### src/rtl/vm_pkg.sv
// Shared definitions for the text-mode video memory writer and display reader.
// Contents: screen geometry, circular buffer size, ASCII control codes,
// E0-extended arrow scan codes and the writer FSM state type.
package vm_pkg;

    localparam int COLS     = 70;
    localparam int ROWS     = 30;
    localparam int BUF_ROWS = 64;
    localparam int BUF_SIZE = COLS * BUF_ROWS;  // 4480 cells

    localparam logic [7:0] ASCII_BS = 8'h08;
    localparam logic [7:0] ASCII_CR = 8'h0D;
    localparam logic [7:0] ASCII_SP = 8'h20;

    localparam logic [7:0] SC_UP    = 8'h75;
    localparam logic [7:0] SC_DOWN  = 8'h72;
    localparam logic [7:0] SC_LEFT  = 8'h6B;
    localparam logic [7:0] SC_RIGHT = 8'h74;

    typedef enum logic [1:0] {
        CLR_ALL = 2'd0,
        IDLE    = 2'd1,
        WRITE   = 2'd2,
        CLR_ROW = 2'd3
    } state_t;

endpackage

### src/rtl/vm_addr_calc.sv
// Combinational cell address for the circular video memory:
//   addr = (roll + y*COLS + x) mod BUF_SIZE
// roll < BUF_SIZE and y*COLS + x < ROWS*COLS, so one conditional subtract
// brings the 14-bit sum back into range.
// Ports: roll (buffer offset of top visible row), x (column), y (visible row),
//        addr (wrapped video-memory address).
module vm_addr_calc
    import vm_pkg::*;
#(
    parameter int COLS     = vm_pkg::COLS,
    parameter int BUF_SIZE = vm_pkg::BUF_SIZE
) (
    input  logic [12:0] roll,
    input  logic [6:0]  x,
    input  logic [4:0]  y,
    output logic [12:0] addr
);

    logic [13:0] sum;

    always_comb begin
        sum  = 14'(roll) + 14'(y) * 14'(COLS) + 14'(x);
        addr = (sum >= 14'(BUF_SIZE)) ? 13'(sum - 14'(BUF_SIZE)) : sum[12:0];
    end

endmodule

### src/rtl/vm_text_writer.sv
// Text-mode writer: accepts ASCII bytes, maintains the cursor and writes
// characters into a circular video memory, scrolling by advancing roll_cnt
// and blanking the newly exposed bottom row. After reset the whole buffer
// is blanked.
// Ports: clk, reset (sync, active-high); char_valid/char_data/char_ready
//        byte handshake; dir_valid/dir_code arrow-key pulse; vm_we/vm_waddr/
//        vm_wdata memory write port; cursor_x/cursor_y cursor position;
//        roll_cnt top-row buffer offset; busy during clear/scroll.
// Build option: define VM_WRITER_ARROW_EN to let arrow keys move the cursor.
module vm_text_writer
    import vm_pkg::*;
#(
    parameter int COLS     = vm_pkg::COLS,
    parameter int ROWS     = vm_pkg::ROWS,
    parameter int BUF_ROWS = vm_pkg::BUF_ROWS
) (
    input  logic        clk,
    input  logic        reset,
    input  logic        char_valid,
    input  logic [7:0]  char_data,
    output logic        char_ready,
    input  logic        dir_valid,
    input  logic [7:0]  dir_code,
    output logic        vm_we,
    output logic [12:0] vm_waddr,
    output logic [7:0]  vm_wdata,
    output logic [6:0]  cursor_x,
    output logic [4:0]  cursor_y,
    output logic [12:0] roll_cnt,
    output logic        busy
);

    localparam int          WRAP        = COLS * BUF_ROWS;
    localparam logic [6:0]  X_MAX       = 7'(COLS - 1);
    localparam logic [4:0]  Y_MAX       = 5'(ROWS - 1);
    localparam logic [12:0] CLR_ALL_END = 13'(WRAP);
    localparam logic [12:0] CLR_ROW_END = 13'(COLS);

    state_t      state;
    logic [12:0] clr_cnt;
    logic [7:0]  byte_q;
    logic        accept;
    logic        scroll;
    logic        bs_move;
    logic [6:0]  bs_x;
    logic [4:0]  bs_y;
    logic [6:0]  calc_x;
    logic [4:0]  calc_y;
    logic [12:0] calc_addr;
    logic [13:0] roll_sum;
    logic [12:0] roll_next;

    function automatic logic is_printable(input logic [7:0] b);
        return (b >= 8'h20) && (b <= 8'h7E);
    endfunction

    assign char_ready = (state == IDLE);
    assign accept     = char_valid && char_ready;

    // Backspace target: one cell back, wrapping to the end of the previous row.
    assign bs_move = (cursor_x != 7'd0) || (cursor_y != 5'd0);
    assign bs_x    = (cursor_x != 7'd0) ? cursor_x - 7'd1 : X_MAX;
    assign bs_y    = (cursor_x != 7'd0) ? cursor_y : cursor_y - 5'd1;

    // Evaluated in WRITE, where byte_q and the cursor are those of the accepted byte.
    assign scroll = (cursor_y == Y_MAX) &&
                    ((is_printable(byte_q) && cursor_x == X_MAX) || byte_q == ASCII_CR);

    assign busy = (state == CLR_ALL) || (state == CLR_ROW) || (state == WRITE && scroll);

    assign roll_sum  = {1'b0, roll_cnt} + 14'(COLS);
    assign roll_next = (roll_sum >= 14'(WRAP)) ? 13'(roll_sum - 14'(WRAP)) : roll_sum[12:0];

    // The single address calculator is shared between the row clear and
    // the character/backspace write, which never occur in the same state.
    always_comb begin
        calc_x = cursor_x;
        calc_y = cursor_y;
        if (state == CLR_ROW) begin
            calc_x = clr_cnt[6:0];
            calc_y = Y_MAX;
        end else if (char_data == ASCII_BS) begin
            calc_x = bs_x;
            calc_y = bs_y;
        end
    end

    vm_addr_calc #(
        .COLS     (COLS),
        .BUF_SIZE (WRAP)
    ) u_addr_calc (
        .roll (roll_cnt),
        .x    (calc_x),
        .y    (calc_y),
        .addr (calc_addr)
    );

`ifndef VM_WRITER_ARROW_EN
    logic unused_dir;
    assign unused_dir = dir_valid ^ (^dir_code);
`endif

    // Clear states present their last write while still in the clear state,
    // so busy covers every clear write.
    always_ff @(posedge clk) begin
        if (reset) begin
            state    <= CLR_ALL;
            clr_cnt  <= '0;
            cursor_x <= '0;
            cursor_y <= '0;
            roll_cnt <= '0;
            vm_we    <= 1'b0;
        end else begin
            vm_we <= 1'b0;
            case (state)
                CLR_ALL: begin
                    if (clr_cnt == CLR_ALL_END) begin
                        state <= IDLE;
                    end else begin
                        vm_we    <= 1'b1;
                        vm_waddr <= clr_cnt;
                        vm_wdata <= ASCII_SP;
                        clr_cnt  <= clr_cnt + 13'd1;
                    end
                end
                IDLE: begin
                    if (accept) begin
                        byte_q <= char_data;
                        state  <= WRITE;
                        if (is_printable(char_data) || (char_data == ASCII_BS && bs_move)) begin
                            vm_we    <= 1'b1;
                            vm_waddr <= calc_addr;
                            vm_wdata <= (char_data == ASCII_BS) ? ASCII_SP : char_data;
                        end
                    end
`ifdef VM_WRITER_ARROW_EN
                    else if (dir_valid) begin
                        case (dir_code)
                            SC_UP:    if (cursor_y != 5'd0) cursor_y <= cursor_y - 5'd1;
                            SC_DOWN:  if (cursor_y != Y_MAX) cursor_y <= cursor_y + 5'd1;
                            SC_LEFT:  if (cursor_x != 7'd0) cursor_x <= cursor_x - 7'd1;
                            SC_RIGHT: if (cursor_x != X_MAX) cursor_x <= cursor_x + 7'd1;
                            default:  ;
                        endcase
                    end
`endif
                end
                WRITE: begin
                    state <= IDLE;
                    if (is_printable(byte_q)) begin
                        if (cursor_x != X_MAX) begin
                            cursor_x <= cursor_x + 7'd1;
                        end else begin
                            cursor_x <= '0;
                            if (cursor_y != Y_MAX) cursor_y <= cursor_y + 5'd1;
                        end
                    end else if (byte_q == ASCII_CR) begin
                        cursor_x <= '0;
                        if (cursor_y != Y_MAX) cursor_y <= cursor_y + 5'd1;
                    end else if (byte_q == ASCII_BS && bs_move) begin
                        cursor_x <= bs_x;
                        cursor_y <= bs_y;
                    end
                    if (scroll) begin
                        roll_cnt <= roll_next;
                        clr_cnt  <= '0;
                        state    <= CLR_ROW;
                    end
                end
                CLR_ROW: begin
                    if (clr_cnt == CLR_ROW_END) begin
                        state <= IDLE;
                    end else begin
                        vm_we    <= 1'b1;
                        vm_waddr <= calc_addr;
                        vm_wdata <= ASCII_SP;
                        clr_cnt  <= clr_cnt + 13'd1;
                    end
                end
                default: state <= CLR_ALL;
            endcase
        end
    end

endmodule

### config.mk
export PLATFORM = sky130hd
export DESIGN_NAME = vm_text_writer
export DESIGN_NICKNAME = d
export VERILOG_FILES = /design/src/rtl/vm_pkg.sv /design/src/rtl/vm_addr_calc.sv /design/src/rtl/vm_text_writer.sv
export SDC_FILE = /design/constraint.sdc
export NUM_CORES = 1
export LEC_CHECK = 0
export ABC_AREA = 0
export CAP_MARGIN = 20
export CORE_ASPECT_RATIO = 0.7
export CORE_UTILIZATION = 57
export DETAILED_ROUTE_END_ITERATION = 12
export GPL_TIMING_DRIVEN = 0
export PLACE_DENSITY = 0.81
export SLEW_MARGIN = 10
export SYNTH_ARGS = -nofsm -noshare
export SYNTH_HDL_FRONTEND = slang
export SYNTH_HIERARCHICAL = 1
export SYNTH_SLANG_ARGS = --single-unit
### constraint.sdc
create_clock -name clk -period 9.1 [get_ports clk]
set_clock_uncertainty 0.1 [all_clocks]
set_input_delay 0.91 -clock clk [delete_from_list [all_inputs] [get_ports clk]]
set_output_delay 0.91 -clock clk [all_outputs]
set_load 0.02 [all_outputs]
After elaboration in Yosys (flattened, before gate mapping)
Cells that the tools add are included.

cells by class
  mux-type cells = 42
  multipliers = 1
  add/subtract/negate cells = 10
  eq/ne operators = 20
  reduce and logical (&&, ||, !) cells = 26
  bitwise gates (word level) = 1
  magnitude comparators = 6

operator list
  operator                                                number
  two-way mux 13 bit                                      9
  case mux 13 bit (3 select lines)                        2
  two-way mux 7 bit                                       7
  two-way mux 5 bit                                       8
  two-way mux 8 bit                                       5
  >= comparator 14 x 13 -> 1 bit (second input constant)  2
  subtractor 13 bit (second input constant)               2
  equality test 8 x 4 -> 1 bit (second input constant)    3
  case mux 8 bit (3 select lines)                         1
  >= comparator 8 x 6 -> 1 bit (second input constant)    2
  <= comparator 8 x 7 -> 1 bit (second input constant)    2
  adder 13 x 12 -> 14 bit                                 1
  adder 13 x 7 -> 14 bit (second input constant)          1
  adder 14 x 7 -> 14 bit                                  1
  adder 13 x 1 -> 13 bit (second input constant)          1
  equality test 13 bit (second input constant)            1
  equality test 13 x 7 -> 1 bit (second input constant)   1
  multiplier 5 x 6 -> 11 bit (second input constant)      1
  AND reduction 3 bit                                     3
  nonzero test 3 bit                                      3
  logical AND 1 bit                                       8
  two-way mux 2 bit                                       4
  inequality test 2 x 1 -> 1 bit (second input constant)  4
  inequality test 2 bit (second input constant)           4
  21 further kinds                                        30

storage, ports and cells
  input port bits = 20
  register bits after elaboration = 70
  logic and storage cells = 115
  output and inout port bits = 49

Longest topological paths before layout
  depth after elaboration = 12
  mapped depth = 28
  depth with buffers taken out = 27

Hierarchy
The synthesis kept the hierarchy.

by module, submodules not included
  module          area an instance (um^2)  sequential area each (um^2)  cells each  times used
  vm_text_writer  4423.0                   1671.6                       501         1
  vm_addr_calc    1410.1                   0.0                          179         1

Least setup slack after synthesis
No wires, ideal clock.

  kind = reg2reg
  start point = register cursor_x[4]
  end point = register vm_waddr[8] (data pin)
  library setup time = 0.260 ns
  path buffers = 1
  clock period less this slack = 6.573 ns
  slack = 2.527 ns
  arrival time = 6.214 ns
  cell stages (with the launch flop) = 26
  required time = 8.740 ns
  cell sequence = dfxtp_1 -> clkbuf_1 -> nor4_2 -> nand3b_1 -> or4_1 -> o21ai_0 -> or3b_2 -> inv_1 -> ha_1 -> inv_1 -> ha_1 -> ha_1 -> a21o_1 -> a31o_2 -> a21o_1 -> xnor2_1 -> ha_1 -> ha_1 -> and4_1 -> and2_1 -> a31oi_1 -> and2b_1 -> xnor2_1 -> o311a_1 -> a211o_1 -> mux2_2

between the ends
  word-level cells in the longest chain between the ends = 12
  elaborated cells on any way between the ends = 18
  classes of those cells = 4 x add/sub; 1 x mul; 1 x order compare; 11 x mux; 1 x reduce/logical

ends and longest elaborated chain
  item                                                                 RTL line               text
  from (decl)                                                          vm_text_writer.sv:27   output logic [6:0] cursor_x,
  from (signal assigned)                                               vm_text_writer.sv:152  cursor_x <= cursor_x + 7'd1;
  from (signal assigned)                                               vm_text_writer.sv:161  cursor_x <= bs_x;
  nonzero test 7 bit *                                                 vm_text_writer.sv:63   assign bs_y = (cursor_x != 7'd0) ? cursor_y : cursor_y - 5'd1;
  two-way mux 5 bit *                                                  vm_text_writer.sv:63
  two-way mux 5 bit *                                                  vm_text_writer.sv:82   end else if (char_data == ASCII_BS) begin
  two-way mux 5 bit *                                                  vm_text_writer.sv:79   if (state == CLR_ROW) begin
  net calc_y[3]                                                        vm_text_writer.sv:48   logic [4:0] calc_y;
  multiplier 5 x 6 -> 11 bit *                                         vm_addr_calc.sv:22     sum = 14'(roll) + 14'(y) * 14'(COLS) + 14'(x);
  adder 13 x 12 -> 14 bit *                                            vm_addr_calc.sv:22
  adder 14 x 7 -> 14 bit *                                             vm_addr_calc.sv:22
  subtractor 13 bit or >= comparator 14 x 13 -> 1 bit (tied branches)  vm_addr_calc.sv:23     addr = (sum >= 14'(BUF_SIZE)) ? 13'(sum - 14'(BUF_SIZE)) : sum[12:0];
  two-way mux 13 bit *                                                 vm_addr_calc.sv:23
  net calc_addr[8]                                                     vm_text_writer.sv:49   logic [12:0] calc_addr;
  two-way mux 13 bit                                                   vm_text_writer.sv:130  if (is_printable(char_data) || (char_data == ASCII_BS && bs_move)) begin
  two-way mux 13 bit                                                   vm_text_writer.sv:127  if (accept) begin
  case mux 13 bit (3 select lines) *                                   vm_text_writer.sv:115  case (state)
  to (signal assigned)                                                 vm_text_writer.sv:121  vm_waddr <= clr_cnt;
  to (signal assigned)                                                 vm_text_writer.sv:132  vm_waddr <= calc_addr;
  to (signal assigned)                                                 vm_text_writer.sv:175  vm_waddr <= calc_addr;
  to (decl)                                                            vm_text_writer.sv:25   output logic [12:0] vm_waddr,

The timed path passes the listed nets; every way through them passes the cells marked *. The select of a mux whose other input is x is not followed.
A chain may end at the register's enable or synchronous reset.

Worst setup path in the final report
  start point = input port char_data[1]
  end point = register vm_waddr[8] (data pin)

between the ends
  word-level cells in the longest chain between the ends = 11
  elaborated cells on any way between the ends = 15
  classes of those cells = 3 x add/sub; 1 x mul; 1 x order compare; 1 x eq/ne; 9 x mux

ends and longest elaborated chain
  item                                                                 RTL line               text
  from (decl)                                                          vm_text_writer.sv:20   input logic [7:0] char_data,
  equality test 8 x 4 -> 1 bit *                                       vm_text_writer.sv:82
  two-way mux 5 bit *                                                  vm_text_writer.sv:82
  two-way mux 5 bit *                                                  vm_text_writer.sv:79
  net calc_y[3]                                                        vm_text_writer.sv:48
  multiplier 5 x 6 -> 11 bit *                                         vm_addr_calc.sv:22
  adder 13 x 12 -> 14 bit *                                            vm_addr_calc.sv:22
  adder 14 x 7 -> 14 bit *                                             vm_addr_calc.sv:22
  subtractor 13 bit or >= comparator 14 x 13 -> 1 bit (tied branches)  vm_addr_calc.sv:23
  two-way mux 13 bit *                                                 vm_addr_calc.sv:23
  net calc_addr[8]                                                     vm_text_writer.sv:49
  two-way mux 13 bit                                                   vm_text_writer.sv:130
  two-way mux 13 bit                                                   vm_text_writer.sv:127
  case mux 13 bit (3 select lines) *                                   vm_text_writer.sv:115

Marked as above.

==> reports/metrics.cfg <==
[sta]
fmax_ghz=0.132
worst_slew_pin_slew_ns=0.852
fin_crit_ns=7.58
rsz0062_at_grt=no
min_period_over_period=0.833
finalSetupTns_ns=0
drv_slew=0
setup_viol=0
finalHoldViolations=0
setup_ws_ns=1.52
slew_headroom=0.431

[routing]
routed_wl_mm=15.4
via_count=5583
drt_first_pass_iters=5
antenna_left=0
vias_per_cell=6.31
wire_per_inst_um=17.5
remaining_drc_errors=0
drtIter0Drc=666

[logic_synthesis]
yosysTopAreaCellShare=0.149
yosysMostFrequentCell=nor2_1
synth_cell_types=82
synth-edff-count=29
synth_seq_cells=69
synth_area_leaders=edfxtp_1, dfxtp_1, ha_1
yosys_warnings=6
ys_seq_area_frac=0.287
synthFlopType=dfxtp_1
post_synth.cell_area_avg_um2=8.58
syn-cell-area_um2=5830
synth-async-reset-ratio=0
synthCells=680
synthTopCellsByCount=nor2_1, ha_1, inv_1
synth_top_area_cell=edfxtp_1

[worst_setup_path]
r2r_cells=25
timing.rr.start=cursor_x[4]
cp_slowest_cell=xnor2_1
timing.rr.end=vm_waddr[8]
worst_setup_path_start_kind=input pin
critPathMaxFanout=10
critPathCaptureType=flip-flop
cp_common_cell=ha_1
worstPathRequired_ns=9.09
worstPathArrival_ns=7.57
endpoint=vm_waddr[8]
startpoint=char_data[1]
cpPeakStageDelay_ns=0.63
r2r_slack_ns=1.61
criticalPathCategory=in -> reg

[global_routing]
grt_pass1_vias=4982
track_usage=0.302
grt_pass1_wl_mm=25.1
antenna_found_initial=0
grt_max_degree=14
grt.overflow.total=0

[placement]
dp_slack_ns=1.34
numPlacedInstances=868
dp_hpwl_mm=11.4
io_buffers=57
gp_congestion=0.951

[clock_tree]
cts_buffers=9
ctsResizeCount=0
clkSinkCount=69
clk_pin_slew_ns=0.06
clkLatencyLatePin_ns=0.34
hold_buffers=0
cts_tree=done
cts_buffer_depth=2
root_buffer=clkbuf_16
cts.htree.levels=3
postCtsSetupBuffers=0

[final_layout]
area_delta_synth_final_pct=18.7
instances_no_fill=885
layout-drive-gt1-share=0.0779
fillers=752
layout.nets=829
antennaDiodeCount=0
finish.utilization=0.704

[die]
core_um2=9830
start_util=0.593
die_w_um=123
pin_count=69
die_area_um2=10600
die_h_um=86.6
num_rows=30

[hold_path]
hold_path.class=reg -> reg
holdPathStages=2

[outcome]
outcome=completed

[flow_run]
cap_violations=0

[pwr]
ir_worst_vdd_v=0.0000903
leakage_uw=0.00276
powerDensity_nw_per_um2=111
power_uw=767

[power breakdown]
group / switching [uW] / total [uW] / leakage, uW / internal [uW]
clock network: 145 / 394 / 0.000160 / 250
logic: 23.7 / 41.8 / 0.00200 / 18.1
registers: 2.58 / 330 / 0.000604 / 328
[per-layer routing]
layer / share of wire / up-vias / global-route usage
li1: - / 2644 / -
met1: 0.46 / 2596 / 0.439
met2: 0.43 / 303 / 0.459
met3: 0.094 / 40 / 0.0638
met4: 0.018 / 0 / 0.0621
met5: 0 / - / 0
[sequential cells by signal, summed over array words and instances, names as in the netlist]
signal,cells
byte_q,8
vm_wdata,8
clr_cnt,13
vm_we,1
vm_waddr,13
roll_cnt,12
state,2
cursor_y,5
cursor_x,7
[worst max-delay path, delay by kind of cell]
kind / cells / cell delay [ns]
simple gates: 6 / 1.69
xor+xnor: 2 / 0.80
compound gates: 7 / 1.46
fa+ha+maj: 5 / 1.47
buf+inv: 4 / 0.95
mux: 1 / 0.27
[layout make-up]
| class | count | area (um2) | share of cell area |
|---|---|---|---|
| Buffer | 35 | 154 | 0.0222 |
| Multi-Input combinational cell | 529 | 3840 | 0.554 |
| Clock buffer | 10 | 239 | 0.0345 |
| Tap cell | 128 | 160 | 0.0231 |
| Clock inverter | 6 | 93.8 | 0.0136 |
| Inverter | 48 | 180 | 0.0260 |
| Sequential cell | 69 | 1670 | 0.241 |
| Timing Repair Buffer | 60 | 588 | 0.0849 |
[metrics by stage]
| stage | hold WS, ns | instance area [um2] |
|---|---|---|
| floorplan | 0.379 | 5840 |
| global placement | 0.393 | 6570 |
| detailed placement | 0.402 | 6590 |
| CTS | 0.413 | 6920 |
| global route | 0.441 | 6920 |
| finish | 0.414 | 6920 |
[worst min-delay path by stage]
stage / end / start / slack (ns)
2_1_floorplan: state[1] / state[1] / 0.38
3_3_place_gp: state[1] / state[1] / 0.39
5_1_grt: state[1] / state[1] / 0.44
3_5_place_dp: state[1] / state[1] / 0.40
6_report: state[1] / state[1] / 0.41
4_1_cts: state[1] / state[1] / 0.41
[logic make-up (layout without fill, tap and decap cells)]
family                   after synthesis  after routing  share of synthesized area
AO/OA/AOI/OAI                        166            166                      0.196
XOR/XNOR                              39             39                     0.0586
adder cells (fa/ha/maj)               57             57                      0.133
buffers and inverters                 83            159                     0.0573
flip-flops                            69             69                      0.287
multiplexers                          20             20                     0.0378
other                                  1              2                   0.000643
AND/OR/NAND/NOR                      245            245                      0.231
[cells in the final DEF (no fill, tap or decap), types with 6 or more instances in the layout]
cell type	instances
a21oi_1	31
o21ai_0	38
clkbuf_16	9
ha_1	49
mux2_2	16
clkbuf_1	28
nor4b_1	11
nand3_1	15
nor3_1	11
edfxtp_1	29
and2_1	15
o211ai_1	6
a32oi_1	8
nand2_1	47
and3_1	6
inv_1	48
nor2_1	65
a211oi_1	11
or3_1	6
dfxtp_1	40
fa_1	8
a21o_1	8
clkdlybuf4s50_1	57
nor4_1	9
nand4_1	9
a311oi_1	7
xor2_1	9
xnor2_1	30
nor2b_1	6
nand2b_1	9
Power figures use the tool's default switching activity.
